[src/rtl/mem_arb_pkg.sv]
// mem_arb_pkg
//   Shared definitions for the memory port arbiter: the arbiter FSM state
//   encoding, the NOP instruction returned on a fetch watchdog timeout, and
//   the IDLE arbitration decision.
//   Optional feature: the watchdog is compiled in only when the macro
//   MEM_ARB_TIMEOUT_EN is defined.
package mem_arb_pkg;

    typedef enum logic [1:0] {
        IDLE  = 2'd0,
        FETCH = 2'd1,
        DATA  = 2'd2
    } arb_state_e;

    // addi x0, x0, 0 -- returned as the instruction of a timed-out fetch
    localparam logic [31:0] NOP_INSN = 32'h0000_0013;

    // Data normally wins a tie. Once a data access completes, the next tie
    // goes to fetch so that a busy load/store stream cannot starve fetch.
    function automatic logic pick_data(input logic d_req,
                                       input logic if_req,
                                       input logic fetch_prio);
        return d_req && !(if_req && fetch_prio);
    endfunction

endpackage

[src/rtl/mem_arb_watchdog.sv]
// mem_arb_watchdog
//   Counts cycles that a granted memory transaction has waited without an
//   acknowledge. It raises expired_o during the TIMEOUT_CYC-th such cycle,
//   so the owner sees exactly TIMEOUT_CYC cycles of mem_req before the
//   arbiter gives up.
//   Ports:
//     clk_i, rst_i  clock, asynchronous active-low reset
//     busy_i        arbiter is in FETCH or DATA
//     ack_i         memory acknowledge
//     expired_o     wait budget exhausted this cycle (combinational)
//   Instantiated only when MEM_ARB_TIMEOUT_EN is defined.
module mem_arb_watchdog #(
    parameter int unsigned TIMEOUT_CYC = 15
) (
    input  logic clk_i,
    input  logic rst_i,
    input  logic busy_i,
    input  logic ack_i,
    output logic expired_o
);

    localparam int unsigned CNT_W = $clog2(TIMEOUT_CYC + 1);
    localparam logic [CNT_W-1:0] LAST = CNT_W'(TIMEOUT_CYC - 1);

    logic [CNT_W-1:0] cnt_q, cnt_d;

    assign expired_o = busy_i && !ack_i && (cnt_q == LAST);

    // There is always at least one IDLE cycle between transactions, so
    // clearing while idle also clears on every FETCH/DATA entry.
    always_comb begin
        cnt_d = cnt_q;
        if (!busy_i || ack_i || expired_o) begin
            cnt_d = '0;
        end else begin
            cnt_d = cnt_q + 1'b1;
        end
    end

    always_ff @(posedge clk_i or negedge rst_i) begin
        if (!rst_i) begin
            cnt_q <= '0;
        end else begin
            cnt_q <= cnt_d;
        end
    end

endmodule

[src/rtl/mem_port_arbiter.sv]
// mem_port_arbiter
//   Shares one memory port between the instruction-fetch and the MEM-stage
//   load/store requester. One transaction is in flight at a time; the
//   winner's address/we/wdata are captured at grant and held on mem_*
//   until the acknowledge. Completions are signalled combinationally in
//   the ack cycle.
//   Ports:
//     clk_i, rst_i                       clock, asynchronous active-low reset
//     if_req_i, if_addr_i                fetch request and PC
//     if_valid_o, if_rdata_o             fetch completion and instruction
//     d_req_i, d_we_i, d_addr_i,
//     d_wdata_i                          load/store request
//     d_valid_o, d_rdata_o               data completion and load data
//     mem_req_o, mem_we_o, mem_addr_o,
//     mem_wdata_o, mem_rdata_i,
//     mem_ack_i                          shared memory port
//     stall_if_o, stall_mem_o            pipeline freeze requests
//     timeout_o                          sticky watchdog flag
//   Optional feature: MEM_ARB_TIMEOUT_EN compiles in the ack watchdog.
//   Without it timeout_o is 0 and the FSM waits for the ack indefinitely.
module mem_port_arbiter
    import mem_arb_pkg::*;
#(
    parameter int unsigned ADDR_W      = 32,
    parameter int unsigned DATA_W      = 32,
    parameter int unsigned TIMEOUT_CYC = 15
) (
    input  logic              clk_i,
    input  logic              rst_i,
    input  logic              if_req_i,
    input  logic [ADDR_W-1:0] if_addr_i,
    output logic              if_valid_o,
    output logic [DATA_W-1:0] if_rdata_o,
    input  logic              d_req_i,
    input  logic              d_we_i,
    input  logic [ADDR_W-1:0] d_addr_i,
    input  logic [DATA_W-1:0] d_wdata_i,
    output logic              d_valid_o,
    output logic [DATA_W-1:0] d_rdata_o,
    output logic              mem_req_o,
    output logic              mem_we_o,
    output logic [ADDR_W-1:0] mem_addr_o,
    output logic [DATA_W-1:0] mem_wdata_o,
    input  logic [DATA_W-1:0] mem_rdata_i,
    input  logic              mem_ack_i,
    output logic              stall_if_o,
    output logic              stall_mem_o,
    output logic              timeout_o
);

    arb_state_e        state_q, state_d;
    logic              fetch_prio_q, fetch_prio_d;
    logic [ADDR_W-1:0] addr_q, addr_d;
    logic              we_q, we_d;
    logic [DATA_W-1:0] wdata_q, wdata_d;
    logic              busy;
    logic              expired;
    logic              done;

    assign busy = (state_q != IDLE);

`ifdef MEM_ARB_TIMEOUT_EN
    logic timeout_q;

    mem_arb_watchdog #(
        .TIMEOUT_CYC(TIMEOUT_CYC)
    ) u_watchdog (
        .clk_i    (clk_i),
        .rst_i    (rst_i),
        .busy_i   (busy),
        .ack_i    (mem_ack_i),
        .expired_o(expired)
    );

    always_ff @(posedge clk_i or negedge rst_i) begin
        if (!rst_i) begin
            timeout_q <= 1'b0;
        end else if (expired) begin
            timeout_q <= 1'b1;
        end
    end

    assign timeout_o = timeout_q;
`else
    logic unused_timeout_cfg;

    assign unused_timeout_cfg = (TIMEOUT_CYC != 0);
    assign expired            = 1'b0;
    assign timeout_o          = 1'b0;
`endif

    // An ack in IDLE is ignored because busy gates it.
    assign done = busy && (mem_ack_i || expired);

    always_comb begin
        state_d      = state_q;
        fetch_prio_d = fetch_prio_q;
        addr_d       = addr_q;
        we_d         = we_q;
        wdata_d      = wdata_q;
        case (state_q)
            IDLE: begin
                if (pick_data(d_req_i, if_req_i, fetch_prio_q)) begin
                    state_d = DATA;
                    addr_d  = d_addr_i;
                    we_d    = d_we_i;
                    wdata_d = d_wdata_i;
                end else if (if_req_i) begin
                    state_d = FETCH;
                    addr_d  = if_addr_i;
                    we_d    = 1'b0;
                    wdata_d = '0;
                end
            end
            FETCH: begin
                if (done) begin
                    state_d      = IDLE;
                    fetch_prio_d = 1'b0;
                end
            end
            DATA: begin
                if (done) begin
                    state_d      = IDLE;
                    fetch_prio_d = 1'b1;
                end
            end
            default: state_d = IDLE;
        endcase
    end

    always_ff @(posedge clk_i or negedge rst_i) begin
        if (!rst_i) begin
            state_q      <= IDLE;
            fetch_prio_q <= 1'b0;
            addr_q       <= '0;
            we_q         <= 1'b0;
            wdata_q      <= '0;
        end else begin
            state_q      <= state_d;
            fetch_prio_q <= fetch_prio_d;
            addr_q       <= addr_d;
            we_q         <= we_d;
            wdata_q      <= wdata_d;
        end
    end

    assign mem_req_o   = busy;
    assign mem_we_o    = we_q && (state_q == DATA);
    assign mem_addr_o  = addr_q;
    assign mem_wdata_o = wdata_q;

    // A timed-out fetch returns a NOP so the pipeline keeps moving; a
    // timed-out load returns zero.
    assign if_valid_o  = (state_q == FETCH) && done;
    assign if_rdata_o  = expired ? DATA_W'(NOP_INSN) : mem_rdata_i;
    assign d_valid_o   = (state_q == DATA) && done;
    assign d_rdata_o   = expired ? '0 : mem_rdata_i;

    assign stall_if_o  = if_req_i && !if_valid_o;
    assign stall_mem_o = d_req_i && !d_valid_o;

endmodule

[config.mk]
export PLATFORM = sky130hd
export DESIGN_NAME = mem_port_arbiter
export DESIGN_NICKNAME = d
export VERILOG_FILES = /design/src/rtl/mem_arb_pkg.sv /design/src/rtl/mem_arb_watchdog.sv /design/src/rtl/mem_port_arbiter.sv
export SDC_FILE = /design/constraint.sdc
export NUM_CORES = 1
export LEC_CHECK = 0
export CORE_MARGIN = 2
export CORE_UTILIZATION = 30
export DETAILED_ROUTE_END_ITERATION = 6
export GPL_ROUTABILITY_DRIVEN = 0
export GPL_TIMING_DRIVEN = 0
export PLACE_DENSITY = 0.77
export SYNTH_ARGS = -nofsm -noshare
export SYNTH_HDL_FRONTEND = slang
export SYNTH_SLANG_ARGS = --single-unit
[constraint.sdc]
create_clock -name clk_i -period 1.4 [get_ports clk_i]
set_input_delay 0.35 -clock clk_i [delete_from_list [all_inputs] [get_ports clk_i]]
set_output_delay 0.35 -clock clk_i [all_outputs]
set_load 0.01 [all_outputs]
==> flow_metrics.tcl, run 1 <==
set metrics [dict create \
    ys_ff_latch 68 \
    path_class "flop to primary output" \
    dp_hpwl_um 8780 \
    core_um2 10900 \
    cap_violations 0 \
    skew_ps 11.6 \
    syn_avg_cell_area_um2 9.79 \
    yosysTopAreaCell "dfrtp_1" \
    run_status "finished with violations" \
    cts_hold_buf 0 \
    preCtsSetupSlack_ps -756 \
    yosys_warnings 0 \
    drt_iter0_drc 167 \
    overflow 0 \
    start_util_pct 30.8 \
    period_needed_ps 1790 \
    dp.cells 718 \
    setup_slack_ps -395 \
    drive_above_1_share_pct 28.6 \
    dominantRegCellSynth "dfrtp_1" \
    num_rows 38 \
    synth_nets 481 \
    die_h_um 110 \
    layoutNonFillerInstCount 758 \
    seqCellArea_um2 1700 \
    yosys.area.top_type_share_pct 50.7 \
    grt_pass1_vias 3386 \
    endpoint_kind "primary output" \
    startpoint "state_q[0]" \
    vdd_ir_drop_max_uv 1080 \
    grt_max_degree 69 \
    rsz0062_at_grt "true" \
    cts-root-buf "clkbuf_8" \
    ant_nets 0 \
    syn_to_final_growth_pct 96.4 \
    nFillCells 919 \
    path_clk_slew_ps 80 \
    syn_inst 343 \
    async_flop_share_pct 100 \
    wirelength_um 11800 \
    fin_crit_sh_pct 128 \
    critical_path_required_ps 1050 \
    io_buffers 235 \
    fmax_mhz 557 \
    antenna_found_initial 0 \
    drt_pass1_iterations 6 \
    cp_max_fo 4 \
    numCtsBuffers 9 \
    clock_path_buffers 2 \
    die_x_um 110 \
    synth_common_cells "dfrtp_1 (68), buf_4 (66), a21oi_1 (64)" \
    setup_viol 71 \
    hp-class "input pin to async pin" \
    drv_slew 0 \
    r2r_cells 7 \
    synth_area_leaders "dfrtp_1 (51%), buf_4 (15%), a21oi_1 (9.5%)" \
    power_density_nw_per_um2 1760 \
    cts_tree "done" \
    yosys.cell_types.count 24 \
    max-slew-margin-rel_pct 40.5 \
    drc_errors 0 \
    globalRouteTotalUtil_pct 17.8 \
    violations "negative setup slack" \
    dieArea_um2 12100 \
    cts.sinks 68 \
    yosysMostFrequentCell "dfrtp_1" \
    crit_arrival_ps 1440 \
    r2r_start "state_q[0]" \
    vias_per_cell 4.61 \
    ctsHtreeMaxLevel 3 \
    clk_latency_ps 340 \
    vias 3492 \
    routedWlPerCell_um 15.6 \
    p_leak_nw 3.04 \
    synth_area_um2 3360 \
    synth_edf_count 0 \
    grt_pass1_wl_um 16600 \
    tightest_slew_ps 893 \
    r2r_slack_ps -160 \
    cp-start-kind "flop" \
    multi_input_area_um2 1240 \
    hold_viol 0 \
    ys_seq_area_share_pct 50.7 \
    timing.rr.end "mem_wdata_o[20]" \
    nets 751 \
    antenna_cells 0 \
    pin_count 269 \
]
through the flow:
step | util (%) | cell area [um^2] | hold slack [ps] | TNS [ps] | total power (W)
after floorplan | - | 3370 | 54.4 | 0 | 0.00607
after global placement | 54.2 | 5900 | 486 | -195770 | 0.00905
after detailed placement | 54.2 | 5900 | 489 | -43660 | 0.00922
after CTS | 56.8 | 6180 | 154 | -17810 | 0.0108
after global routing | 60.5 | 6590 | 203 | -14460 | 0.0124
final | 60.5 | 6590 | 129 | -10100 | 0.0116
how the worst max path moves through the flow:
| stage | slack, ps | cells past startpoint | to |
|---|---|---|---|
| after global routing | -450 | 6 | stall_if_o |
| after CTS | -420 | 6 | stall_mem_o |
| final | -390 | 6 | stall_if_o |
| after global placement | -2280 | 1 | mem_addr_o[19] |
| after floorplan | 0.9 | 6 | mem_wdata_o[13] |
| after detailed placement | -760 | 5 | stall_if_o |
registers in the layout, summed over array words and instances (netlist names):
name	flops
mem_addr_o	32
mem_wdata_o	32
state_q	2
we_q	1
fetch_prio_q	1
layout by cell type (no fill, tap or decap), types with 2 or more instances in the layout:
master,instances
buf_8,7
buf_2,8
nor2_1,33
dlymetal6s2s_1,2
dfrtp_1,68
nand2_1,34
inv_4,2
clkbuf_16,2
clkdlybuf4s15_1,21
nor2b_4,2
clkdlybuf4s50_1,162
a22o_1,34
and2_4,2
buf_6,11
clkbuf_8,10
a21oi_1,38
dlygate4sd2_1,43
a21oi_2,26
ha_4,4
clkinv_4,2
bufinv_16,2
buf_4,88
clkinv_2,2
per-layer routing:
metal  GRT usage, %  wire length, um
met5              0                0
met4           7.59              242
met3           4.68             1050
met2           31.6             6090
met1           20.1             4430
report_power, final:
part | switching, W | leakage (nW) | internal, W
registers | 0.000567 | 0.824 | 0.00295
logic | 0.00288 | 2.10 | 0.00342
clock network | 0.000767 | 0.116 | 0.00105
timing repair:
action / in CTS / in global routing
cloned: 0 / 3
pin swaps: 3 / 4
endpoints found under the setup margin: 137 / 99
hold endpoints to repair: 0 / 0
gates resized for setup: 118 / 91
setup buffers: 7 / 15
layout make-up:
| type | count | area share, % |
|---|---|---|
| timing repair buffer | 259 | 38.4 |
| sequential | 68 | 25.8 |
| multi-input combinational | 185 | 18.8 |
| buffer | 86 | 10.6 |
| tap | 140 | 2.66 |
| clock buffer | 10 | 2.09 |
| clock inverter | 6 | 1.33 |
| inverter | 4 | 0.304 |
cell families (layout without fill, tap and decap cells):
group / Yosys count / after routing / share of synthesized area, %
other: 1 / 1 / 0.112
adders and majority gates: 4 / 4 / 1.49
AOI/OAI and AO/OA: 104 / 104 / 19.9
DFF: 68 / 68 / 50.7
and+or+nand+nor: 75 / 75 / 8.91
buffers and inverters: 90 / 365 / 18.6
muxes: 1 / 1 / 0.298
critical path: stages (launching register included):
cell and delay, ps:
dfrtp_1 400, inv_4 80, ha_4 180, nor2b_4 120
nand2_2 70, and2_4 160, buf_6 120
Power figures use the tool's default switching activity.
==> run 2, diff against run 1 <==
--- a/config.mk
+++ b/config.mk
@@ -8,7 +8,6 @@
 export CORE_MARGIN = 2
 export CORE_UTILIZATION = 30
 export DETAILED_ROUTE_END_ITERATION = 6
-export GPL_ROUTABILITY_DRIVEN = 0
 export GPL_TIMING_DRIVEN = 0
 export PLACE_DENSITY = 0.77
 export SYNTH_ARGS = -nofsm -noshare
==> results of run 2 <==
Final layout, timing and power as in run 1 (identical DEF).
